`src/rtl/cpu_ex_pkg.sv`:
```
// Shared types and defaults for the execute stage: ALU opcodes, FSM states and
// the EX/MEM load selector.
package cpu_ex_pkg;

  localparam int XLEN_DEF      = 32;
  localparam int MUL_ITERS_DEF = 32;

  typedef enum logic [3:0] {
    ALU_ADD   = 4'd0,
    ALU_SUB   = 4'd1,
    ALU_AND   = 4'd2,
    ALU_OR    = 4'd3,
    ALU_XOR   = 4'd4,
    ALU_SLL   = 4'd5,
    ALU_SRL   = 4'd6,
    ALU_SRA   = 4'd7,
    ALU_SLT   = 4'd8,
    ALU_SLTU  = 4'd9,
    ALU_PASSB = 4'd10,
    ALU_MUL   = 4'd11
  } alu_op_t;

  typedef enum logic [1:0] {
    IDLE = 2'd0,
    MUL  = 2'd1,
    WAIT = 2'd2
  } ex_state_t;

  typedef enum logic [1:0] {
    LD_HOLD   = 2'd0,
    LD_BUBBLE = 2'd1,
    LD_ALU    = 2'd2,
    LD_PROD   = 2'd3
  } exmem_ld_t;

endpackage

```
`src/rtl/ex_stage_if.sv`:
```
// EX/MEM pipeline register bus. master = execute stage, slave = MEM stage
// and forwarding unit.
interface ex_stage_if #(
  parameter int XLEN   = 32,
  parameter int REG_AW = 4
);
  logic              mem_stall;
  logic              mem_valid;
  logic [XLEN-1:0]   mem_alu_out;
  logic [XLEN-1:0]   mem_store_data;
  logic [REG_AW-1:0] mem_reg_dst;
  logic              mem_reg_wr;
  logic              mem_wb_sel;
  logic              mem_mem_wr;

  modport master (
    input  mem_stall,
    output mem_valid, mem_alu_out, mem_store_data, mem_reg_dst,
           mem_reg_wr, mem_wb_sel, mem_mem_wr
  );

  modport slave (
    output mem_stall,
    input  mem_valid, mem_alu_out, mem_store_data, mem_reg_dst,
           mem_reg_wr, mem_wb_sel, mem_mem_wr
  );
endinterface

```
`src/rtl/ex_iter_mul.sv`:
```
// Iterative shift-add multiplier, one partial product per step.
// product already includes the current step's addend, so it is final on the done edge.
module ex_iter_mul #(
  parameter int XLEN      = 32,
  parameter int MUL_ITERS = 32
) (
  input  logic            clk,
  input  logic            rst_n,
  input  logic            start,
  input  logic            step,
  input  logic            abort,
  input  logic [XLEN-1:0] a,
  input  logic [XLEN-1:0] b,
  output logic            done,
  output logic [XLEN-1:0] product
);
  localparam int            CW   = $clog2(MUL_ITERS);
  localparam logic [CW-1:0] LAST = CW'(MUL_ITERS - 1);

  logic [XLEN-1:0] mcand;
  logic [XLEN-1:0] mplier;
  logic [XLEN-1:0] acc;
  logic [CW-1:0]   cnt;

  // Once the multiplier has shifted out, product settles to acc and holds.
  assign product = mplier[0] ? (acc + mcand) : acc;
  assign done    = (cnt == LAST);

  always_ff @(posedge clk) begin
    if (!rst_n || abort) begin
      mcand  <= '0;
      mplier <= '0;
      acc    <= '0;
      cnt    <= '0;
    end else if (start) begin
      mcand  <= a;
      mplier <= b;
      acc    <= '0;
      cnt    <= '0;
    end else if (step) begin
      acc    <= product;
      mcand  <= mcand << 1;
      mplier <= mplier >> 1;
      cnt    <= cnt + CW'(1);
    end
  end
endmodule

```
`src/rtl/ex_stage.sv`:
```
// Execute stage: operand select, single-cycle ALU, iterative multiply and the
// registered EX/MEM output.
//
// state | meaning
// IDLE  | accepting instructions; EX/MEM follows the ALU or bubbles
// MUL   | multiply iterating; upstream stalled, EX/MEM bubbles
// WAIT  | product ready but MEM stalled; product held until it can load
module ex_stage
  import cpu_ex_pkg::*;
#(
  parameter int XLEN      = XLEN_DEF,
  parameter int REG_AW    = 4,
  parameter int MUL_ITERS = MUL_ITERS_DEF
) (
  input  logic              clk,
  input  logic              rst_n,
  input  logic              in_valid,
  input  logic [XLEN-1:0]   id_rs1_data,
  input  logic [XLEN-1:0]   id_rs2_data,
  input  logic              rs1_sel,
  input  logic              rs2_sel,
  input  logic [XLEN-1:0]   ex_rs1_forward,
  input  logic [XLEN-1:0]   ex_rs2_forward,
  input  logic [XLEN-1:0]   imm,
  input  logic              use_imm,
  input  logic [3:0]        alu_op,
  input  logic [REG_AW-1:0] rd,
  input  logic              reg_wr,
  input  logic              mem_rd,
  input  logic              mem_wr_en,
  input  logic              flush,
  output logic              ex_stall,
  ex_stage_if.master        mem_if
);
  localparam int SHW = $clog2(XLEN);

  ex_state_t         state, state_nxt;
  exmem_ld_t         ld_sel;
  logic              accept, is_mul, mul_start, mul_step, mul_done;
  logic [XLEN-1:0]   op_a, rs2_val, op_b, alu_res, mul_product;
  logic [SHW-1:0]    shamt;

  logic [REG_AW-1:0] mul_rd;
  logic              mul_reg_wr, mul_wb_sel, mul_mem_wr;
  logic [XLEN-1:0]   mul_store;

  assign op_a    = rs1_sel ? ex_rs1_forward : id_rs1_data;
  assign rs2_val = rs2_sel ? ex_rs2_forward : id_rs2_data;
  assign op_b    = use_imm ? imm : rs2_val;
  assign shamt   = op_b[SHW-1:0];
  assign is_mul  = (alu_op == ALU_MUL);

  always_comb begin
    alu_res = '0;
    case (alu_op)
      ALU_ADD:   alu_res = op_a + op_b;
      ALU_SUB:   alu_res = op_a - op_b;
      ALU_AND:   alu_res = op_a & op_b;
      ALU_OR:    alu_res = op_a | op_b;
      ALU_XOR:   alu_res = op_a ^ op_b;
      ALU_SLL:   alu_res = op_a << shamt;
      ALU_SRL:   alu_res = op_a >> shamt;
      ALU_SRA:   alu_res = $unsigned($signed(op_a) >>> shamt);
      ALU_SLT:   alu_res = {{(XLEN-1){1'b0}}, ($signed(op_a) < $signed(op_b))};
      ALU_SLTU:  alu_res = {{(XLEN-1){1'b0}}, (op_a < op_b)};
      ALU_PASSB: alu_res = op_b;
      default:   alu_res = '0;
    endcase
  end

  ex_iter_mul #(.XLEN(XLEN), .MUL_ITERS(MUL_ITERS)) u_mul (
    .clk     (clk),
    .rst_n   (rst_n),
    .start   (mul_start),
    .step    (mul_step),
    .abort   (flush),
    .a       (op_a),
    .b       (op_b),
    .done    (mul_done),
    .product (mul_product)
  );

  always_ff @(posedge clk) begin
    if (!rst_n) state <= IDLE;
    else        state <= state_nxt;
  end

  always_comb begin
    state_nxt = state;
    if (flush) begin
      state_nxt = IDLE;
    end else begin
      case (state)
        IDLE:    if (mul_start) state_nxt = MUL;
        MUL:     if (mul_done) state_nxt = mem_if.mem_stall ? WAIT : IDLE;
        WAIT:    if (!mem_if.mem_stall) state_nxt = IDLE;
        default: state_nxt = IDLE;
      endcase
    end
  end

  always_comb begin
    ex_stall  = rst_n & ((state != IDLE) | mem_if.mem_stall);
    accept    = in_valid & ~ex_stall & ~flush;
    mul_start = accept & is_mul;
    mul_step  = (state == MUL) & ~flush;
    ld_sel    = LD_HOLD;
    // Flush squashes EX/MEM even while MEM is stalled.
    if (flush) begin
      ld_sel = LD_BUBBLE;
    end else if (!mem_if.mem_stall) begin
      case (state)
        IDLE:    ld_sel = (accept && !is_mul) ? LD_ALU : LD_BUBBLE;
        MUL:     ld_sel = mul_done ? LD_PROD : LD_BUBBLE;
        WAIT:    ld_sel = LD_PROD;
        default: ld_sel = LD_BUBBLE;
      endcase
    end
  end

  always_ff @(posedge clk) begin
    if (!rst_n) begin
      mul_rd     <= '0;
      mul_reg_wr <= 1'b0;
      mul_wb_sel <= 1'b0;
      mul_mem_wr <= 1'b0;
      mul_store  <= '0;
    end else if (mul_start) begin
      mul_rd     <= rd;
      mul_reg_wr <= reg_wr;
      mul_wb_sel <= mem_rd;
      mul_mem_wr <= mem_wr_en;
      mul_store  <= rs2_val;
    end
  end

  always_ff @(posedge clk) begin
    if (!rst_n) begin
      mem_if.mem_valid      <= 1'b0;
      mem_if.mem_alu_out    <= '0;
      mem_if.mem_store_data <= '0;
      mem_if.mem_reg_dst    <= '0;
      mem_if.mem_reg_wr     <= 1'b0;
      mem_if.mem_wb_sel     <= 1'b0;
      mem_if.mem_mem_wr     <= 1'b0;
    end else begin
      case (ld_sel)
        LD_BUBBLE: begin
          mem_if.mem_valid  <= 1'b0;
          mem_if.mem_reg_wr <= 1'b0;
          mem_if.mem_wb_sel <= 1'b0;
          mem_if.mem_mem_wr <= 1'b0;
        end
        LD_ALU: begin
          mem_if.mem_valid      <= 1'b1;
          mem_if.mem_alu_out    <= alu_res;
          mem_if.mem_store_data <= rs2_val;
          mem_if.mem_reg_dst    <= rd;
          mem_if.mem_reg_wr     <= reg_wr;
          mem_if.mem_wb_sel     <= mem_rd;
          mem_if.mem_mem_wr     <= mem_wr_en;
        end
        LD_PROD: begin
          mem_if.mem_valid      <= 1'b1;
          mem_if.mem_alu_out    <= mul_product;
          mem_if.mem_store_data <= mul_store;
          mem_if.mem_reg_dst    <= mul_rd;
          mem_if.mem_reg_wr     <= mul_reg_wr;
          mem_if.mem_wb_sel     <= mul_wb_sel;
          mem_if.mem_mem_wr     <= mul_mem_wr;
        end
        default: ;
      endcase
    end
  end
endmodule

```
`src/flat_wrapper.sv`:
```
// flat-port wrapper written by rule: the top's interface ports become plain ports
module ex_stage_flat import cpu_ex_pkg::*;
#(
  parameter int XLEN      = XLEN_DEF,
  parameter int REG_AW    = 4,
  parameter int MUL_ITERS = MUL_ITERS_DEF
)
  (clk, rst_n, in_valid, id_rs1_data, id_rs2_data, rs1_sel, rs2_sel, ex_rs1_forward, ex_rs2_forward, imm, use_imm, alu_op, rd, reg_wr, mem_rd, mem_wr_en, flush, ex_stall, mem_if_mem_stall, mem_if_mem_valid, mem_if_mem_alu_out, mem_if_mem_store_data, mem_if_mem_reg_dst, mem_if_mem_reg_wr, mem_if_mem_wb_sel, mem_if_mem_mem_wr);
  ex_stage_if #(.XLEN(XLEN), .REG_AW(REG_AW)) mem_if_i ();
  input  logic clk;
  input  logic rst_n;
  input  logic in_valid;
  input  logic [XLEN-1:0] id_rs1_data;
  input  logic [XLEN-1:0] id_rs2_data;
  input  logic rs1_sel;
  input  logic rs2_sel;
  input  logic [XLEN-1:0] ex_rs1_forward;
  input  logic [XLEN-1:0] ex_rs2_forward;
  input  logic [XLEN-1:0] imm;
  input  logic use_imm;
  input  logic [3:0] alu_op;
  input  logic [REG_AW-1:0] rd;
  input  logic reg_wr;
  input  logic mem_rd;
  input  logic mem_wr_en;
  input  logic flush;
  output logic ex_stall;
  input wire logic [$bits(mem_if_i.mem_stall)-1:0] mem_if_mem_stall;
  output wire logic [$bits(mem_if_i.mem_valid)-1:0] mem_if_mem_valid;
  output wire logic [$bits(mem_if_i.mem_alu_out)-1:0] mem_if_mem_alu_out;
  output wire logic [$bits(mem_if_i.mem_store_data)-1:0] mem_if_mem_store_data;
  output wire logic [$bits(mem_if_i.mem_reg_dst)-1:0] mem_if_mem_reg_dst;
  output wire logic [$bits(mem_if_i.mem_reg_wr)-1:0] mem_if_mem_reg_wr;
  output wire logic [$bits(mem_if_i.mem_wb_sel)-1:0] mem_if_mem_wb_sel;
  output wire logic [$bits(mem_if_i.mem_mem_wr)-1:0] mem_if_mem_mem_wr;
  assign mem_if_i.mem_stall = mem_if_mem_stall;
  assign mem_if_mem_valid = mem_if_i.mem_valid;
  assign mem_if_mem_alu_out = mem_if_i.mem_alu_out;
  assign mem_if_mem_store_data = mem_if_i.mem_store_data;
  assign mem_if_mem_reg_dst = mem_if_i.mem_reg_dst;
  assign mem_if_mem_reg_wr = mem_if_i.mem_reg_wr;
  assign mem_if_mem_wb_sel = mem_if_i.mem_wb_sel;
  assign mem_if_mem_mem_wr = mem_if_i.mem_mem_wr;
  ex_stage #(.XLEN(XLEN), .REG_AW(REG_AW), .MUL_ITERS(MUL_ITERS)) u_core (.clk(clk), .rst_n(rst_n), .in_valid(in_valid), .id_rs1_data(id_rs1_data), .id_rs2_data(id_rs2_data), .rs1_sel(rs1_sel), .rs2_sel(rs2_sel), .ex_rs1_forward(ex_rs1_forward), .ex_rs2_forward(ex_rs2_forward), .imm(imm), .use_imm(use_imm), .alu_op(alu_op), .rd(rd), .reg_wr(reg_wr), .mem_rd(mem_rd), .mem_wr_en(mem_wr_en), .flush(flush), .ex_stall(ex_stall), .mem_if(mem_if_i));
endmodule
```
`config.mk`:
```
export PLATFORM = sky130hd
export DESIGN_NAME = ex_stage_flat
export DESIGN_NICKNAME = d
export VERILOG_FILES = /design/src/rtl/cpu_ex_pkg.sv /design/src/rtl/ex_stage_if.sv /design/src/rtl/ex_iter_mul.sv /design/src/rtl/ex_stage.sv /design/src/flat_wrapper.sv
export SDC_FILE = /design/constraint.sdc
export NUM_CORES = 1
export LEC_CHECK = 0
export CORE_ASPECT_RATIO = 1.25
export CORE_MARGIN = 2
export CORE_UTILIZATION = 46
export CTS_CLUSTER_DIAMETER = 40
export CTS_CLUSTER_SIZE = 8
export DETAILED_ROUTE_END_ITERATION = 8
export PLACE_DENSITY = 0.82
export SLEW_MARGIN = 0
export SYNTH_ARGS = -nofsm -noshare
export SYNTH_HDL_FRONTEND = slang
export SYNTH_SLANG_ARGS = --single-unit
```
`constraint.sdc`:
```
create_clock -name clk -period 5 [get_ports clk]
set_clock_uncertainty 0.2 [all_clocks]
set_input_delay 0.5 -clock clk [delete_from_list [all_inputs] [get_ports clk]]
set_output_delay 0.5 -clock clk [all_outputs]
set_load 0.05 [all_outputs]
```
Yosys cells after proc, flatten, opt, wreduce, memory -nomap -nowiden --
Index checks and enable logic that the tools add are counted.
Word-level totals: register bits after elaboration 214, latch bits 0, RAM bits 0, bits in read-only memories 0, output and inout bits 73, word-level logic and storage cells 99, memories kept 0
Cells by class: $add $sub $neg 4, $mul 0, divide/modulo/power cells 0, magnitude comparators 2, eq/ne operators 20, shift-type cells 3, multiplexer cells 26, bitwise operators 12, reduce and logical (&&, ||, !) cells 15
Operators by type and width (count):
- 32-bit case mux with 11 select lines | 1
- 32-bit 2-to-1 mux | 8
- 32-bit case mux with 2 select lines | 2
- 32-bit adder | 2
- 32-bit < comparator | 2
- 32-bit AND | 1
- 32-bit bitwise OR | 1
- 32-bit by 5-bit << shifter with 32-bit output | 1
- 32-bit by 5-bit >> shifter with 32-bit output | 1
- 32-bit by 5-bit >>> shifter with 32-bit output | 1
- 32-bit subtractor | 1
- 32-bit bitwise XOR | 1
- 4-bit by 3-bit == test with 1-bit output, second input constant | 4
- 4-bit == test, second input constant | 4
- 2-bit 2-to-1 mux | 8
- 2-bit case mux with 3 select lines | 2
- 1-bit case mux with 3 select lines | 3
- 4-bit by 2-bit == test with 1-bit output, second input constant | 2
- 4-bit case mux with 2 select lines | 1
- 2-bit nonzero test | 4
- 2-bit == test, second input constant | 3
- 2-bit OR reduction | 3
- 5-bit by 1-bit adder with 5-bit output, second input constant | 1
- 1-bit AND | 5
- other kinds (15) | 20

Depth between registers and ports, before layout --
depth after elaboration 14, depth in mapped cells 21

Hierarchy --
Synthesis repeated with hierarchy kept, for this count alone.
Unflattened totals: cell total of the unflattened synthesis 2895, area, all modules 21329.2 µm²
Modules (own cells, without submodules):
- ex_stage | times used 1, cells an instance 2100, area an instance 14885.5 µm²
- ex_iter_mul | times used 1, cells an instance 795, area an instance 6443.7 µm²

Least setup slack after synthesis --
No wires, ideal clock.
path type input to register, start input port use_imm, end register u_core.mem_if.mem_alu_out[25], arrival 4.575 ns, slack 0.103 ns, stages on the path 20, buffers on the path 5, path through inv_1 -> clkbuf_1 -> clkbuf_1 -> clkbuf_1 -> clkbuf_1 -> nor2_1 -> a21oi_1 -> inv_1 -> ha_1 -> clkbuf_1 -> nand4_1 -> or2_2 -> inv_1 -> o211ai_1 -> a21oi_1 -> a31oi_1 -> o31ai_1 -> a31oi_1 -> xnor2_1 -> a311o_1
On the way: word-level cells in the longest chain between the ends 4
RTL lines:
- from (decl) | line flat_wrapper.sv:20 | input logic use_imm;
- 32-bit 2-to-1 mux (*) | line ex_stage.sv:49 | assign op_b = use_imm ? imm : rs2_val;
- 32-bit subtractor, or another cell as far along | line ex_stage.sv:57 | ALU_SUB: alu_res = op_a - op_b;
- 32-bit case mux with 11 select lines (*) | line ex_stage.sv:55 | case (alu_op)
- 32-bit case mux with 2 select lines (*) | line ex_stage.sv:147 | case (ld_sel)
- to (signal assigned) | line ex_stage.sv:156 | mem_if.mem_alu_out <= alu_res;
- to (signal assigned) | line ex_stage.sv:165 | mem_if.mem_alu_out <= mul_product;
- to (decl) | line ex_stage_if.sv:18 | output mem_valid, mem_alu_out, mem_store_data, mem_reg_dst,
Mark *: on every way between the ends. The rest lies on a longest branch, timed or not. A chain may end at the register's enable or synchronous reset.

Worst setup path in the final report --
start input port use_imm, end register u_core.mem_if.mem_alu_out[17]
The elaborated chain is that of the path after synthesis.

==> flow_summary_export.csv <==
group,metric,value,unit
status,outcome,"finished clean",
timing,setup_tns,0,ns
die,floorplan.rows,86,
global_routing,grt_start_max_net_pins,90,
timing,max_freq,226,MHz
cells_and_area,synthToLayoutAreaGrowth,25.8,%
die,die_h,239,um
synthesis,synth_seq_area_share,21.0,%
setup_path,worst_setup_path_startpoint,"use_imm",
place,gp_congestion,1.14,
global_routing,first_global_vias,22600,
global_routing,globalRoute.busiestLayer,"met2",
setup_path,cp_data_arrival_time,4.70,ns
synthesis,syn_area,20400,um^2
cts,cts.repair_timing.setup_buffer_count,0,
synthesis,synth_enable_flop_cells,0,
setup_path,worstRegToRegCells,13,
global_routing,globalRouteMet1Util,53.2,%
die,floorplan.io_pins,252,
pwr,static_leak,10.1,nW
cts,cts_made_buffers,41,
drt,remaining_drc_errors,0,
die,floorplan.initialDensity,46.4,%
synthesis,synth.avg_cell_area,7.22,um^2
synthesis,synth-async-reset-ratio,0,%
cells_and_area,final_layout_size_suffix_gt1_share,11.3,%
setup_path,worst_r2r_startpoint,"u_core.u_mul.mcand[0]$_SDFFE_PP0P_",
cts,cts_htree_levels,2,
cts,worst_skew_pair.late_latency,0.59,ns
global_routing,grt_first_pass_wirelength,150000,um
cts,cts.root.buffer_cell,"sky130_fd_sc_hd__clkbuf_16",
cts,tritoncts_num_sinks,214,
timing,timing.final.setup_violations,0,
timing,tightestPinTransition,1.07,ns
worst_hold_path,min_delay_worst_endpoint,"u_core.mul_wb_sel$_SDFFE_PN0P_",
timing,setup_repair_after_global_routing_missed_its_margin,"false",
cts,clk_path_buf_depth,3,
global_routing,groute.usage.overall,44.5,%
die,chipWidth,192,um
global_routing,met2_track_utilization_from_global_routing,68.6,%
cells_and_area,final_common_cell,"sky130_fd_sc_hd__nor2_1",
drt,post_drt_wl_per_cell,28.4,um
worst_hold_path,whs_path_depth,2,
synthesis,ys.flop_type,"sky130_fd_sc_hd__dfxtp_1",
synthesis,ys_seq_elements,214,
die,placeableCoreArea,43900,um^2
timing,timing.max_slew.rel_slack,28.9,%
place,numPortBuffers,251,
timing,final_max_slew_viol_count,0,
global_routing,grt_antenna_before_repair,7,
setup_path,worst_r2r_endpoint,"u_core.mem_if.mem_alu_out[30]$_SDFFE_PN0P_",
timing,period_share,88.4,%
drt,viasPerCell,6.50,
run,max_capacitance_violation_total,0,
synthesis,postSynthNetCount,3144,
worst_hold_path,worst_hold_startpoint,"u_core.mul_wb_sel$_SDFFE_PN0P_",
pwr,max-vdd-ir-drop,0.218,mV
cts,hold_buffer_count_at_cts,0,
setup_path,setup.worst_path.end_class,"flop",
global_routing,overflow,0,
setup_path,reg2reg_slack,0.81,ns
cells_and_area,design_area,25600,um^2
cts,ctsResizeCount,0,
synthesis,ys.warnings.count,0,
timing,min_period,4.42,ns
pwr,power.density,266,nW/um^2
die,die_area,46000,um^2
setup_path,cp_max_fo,40,
cts,clkTransAtPathRegs,0.05,ns
drt,postRouteWirelength,105000,um
drt,number_of_nets_with_antenna_violations_after_routing,0,
cells_and_area,design.final.nets,3415,
place,post_dp_cell_area,24300,um^2
worst_hold_path,worst_hold_class,"reg2reg",
drt,num_vias,24000,
timing,hold_viol_final,0,
cts,cts_tree,"yes",
setup_path,timing.setup.critical_path_class,"in2reg",
setup_path,type_of_element_launching_the_critical_path,"input port",
synthesis,ys_types,85,
synthesis,synthesis.instances,2821,
cells_and_area,final_cell_mix,"sky130_fd_sc_hd__nor2_1 (394), sky130_fd_sc_hd__nand2_1 (347), sky130_fd_sc_hd__a21oi_1 (257)",
global_routing,gr-usage-met3,10.3,%
drt,drt_pass1_iterations,6,
place,hpwlAfterDp,78700,um
setup_path,worst-endpoint-required,5.28,ns
drt,detail_route.iter0.violations,2705,
power breakdown:
part           switching, mW  internal [mW]
Sequential           0.00606           1.72
Combinational           1.45          0.858
Clock                   1.04           1.73
worst max path at each step:
stage	to	slack (ns)	depth (start not counted)
global route	u_core.mem_if.mem_alu_out[31]$_SDFFE_PN0P_	0.38	18
global placement	u_core.mem_if.mem_alu_out[31]$_SDFFE_PN0P_	0.18	18
CTS	u_core.mem_if.mem_alu_out[31]$_SDFFE_PN0P_	0.70	18
floorplan	u_core.mem_if.mem_alu_out[25]$_SDFFE_PN0P_	0.10	20
detailed placement	u_core.mem_if.mem_alu_out[31]$_SDFFE_PN0P_	0.1	18
finish	u_core.mem_if.mem_alu_out[17]$_SDFFE_PN0P_	0.58	16
synth_stat cells, drive strengths merged, types with 20 or more instances:
cell type	count	area [um^2]
a211oi	104	786
a21o	35	263
a21oi	258	1290
a221oi	23	208
a311oi	64	561
a31oi	29	181
buf	67	330
clkbuf	149	559
dfxtp	214	4280
ha	141	1760
inv	109	412
mux2	47	533
mux2i	157	1580
nand2	347	1300
nand2b	29	181
nand3	38	190
nor2	396	1490
nor2b	20	125
nor3	39	195
o211ai	58	435
o21ai	136	692
o221ai	35	307
o22ai	25	156
xnor2	47	412
per-stage QoR:
stage / util (%) / total power, mW / instances / setup slack (ns) / hold WS, ns
2_1_floorplan: - / 3.03 / 2821 / 0.103 / 0.236
3_3_place_gp: 55.3 / 3.97 / 3621 / 0.180 / 0.241
3_5_place_dp: 55.3 / 3.95 / 3621 / 0.0986 / 0.247
4_1_cts: 58.3 / 6.72 / 3687 / 0.695 / 0.253
5_1_grt: 58.3 / 6.99 / 3687 / 0.384 / 0.284
6_report: 58.4 / 6.81 / 3690 / 0.580 / 0.257
critical path: stages:
cell and delay, ns:
sky130_fd_sc_hd__clkdlybuf4s50_1 0.48, sky130_fd_sc_hd__inv_2 0.13, sky130_fd_sc_hd__buf_12 0.20, sky130_fd_sc_hd__nor2_1 0.07, sky130_fd_sc_hd__a21oi_1 0.28, sky130_fd_sc_hd__inv_1 0.12, sky130_fd_sc_hd__ha_1 0.45, sky130_fd_sc_hd__nor3_1 0.25
sky130_fd_sc_hd__nand2_1 0.08, sky130_fd_sc_hd__o21ai_0 0.56, sky130_fd_sc_hd__o21ai_0 0.30, sky130_fd_sc_hd__o211ai_1 0.27, sky130_fd_sc_hd__o21ai_0 0.14, sky130_fd_sc_hd__xnor2_1 0.31, sky130_fd_sc_hd__o211ai_1 0.26, sky130_fd_sc_hd__a22o_1 0.29
cell type report:
cell class                 count  area, um^2
tap                          572         716
fill                        4095       18300
clock buffer                  50        1110
sequential                   214        4280
inverter                     113         427
antenna                        3        7.51
timing repair buffer         444        4030
clock inverter                16         229
multi-input combinational   2278       14800
routing by layer:
| layer | vias up | part of all wire [%] |
|---|---|---|
| li1 | 10800 | - |
| met2 | 1485 | 43 |
| met1 | 11300 | 37 |
| met3 | 385 | 11 |
| met4 | 4 | 9.3 |
| met5 | - | 0.029 |
flip-flops by register name, summed over array words and instances, names as in the netlist:
name                          flops
u_core.u_mul.mcand               32
u_core.mem_if.mem_reg_wr          1
u_core.state                      2
u_core.u_mul.cnt                  5
u_core.mul_reg_wr                 1
u_core.mem_if.mem_alu_out        32
u_core.mul_rd                     4
u_core.mem_if.mem_valid           1
u_core.mem_if.mem_store_data     32
u_core.mul_wb_sel                 1
u_core.mul_store                 32
u_core.u_mul.acc                 32
u_core.mem_if.mem_reg_dst         4
u_core.mul_mem_wr                 1
u_core.u_mul.mplier              32
u_core.mem_if.mem_wb_sel          1
u_core.mem_if.mem_mem_wr          1
cell families (layout without fill, tap and decap cells):
| kind of cell | Yosys count | count (layout) | synth area share (%) |
|---|---|---|---|
| compound gates | 915 | 915 | 30.3 |
| xor+xnor | 63 | 63 | 2.71 |
| fa+ha+maj | 144 | 144 | 8.96 |
| buf+inv | 329 | 623 | 6.46 |
| flops | 214 | 214 | 21.0 |
| mux | 209 | 209 | 10.9 |
| other cells | 0 | 3 | 0 |
| simple gates | 947 | 947 | 19.6 |
Power figures use the tool's default switching activity.
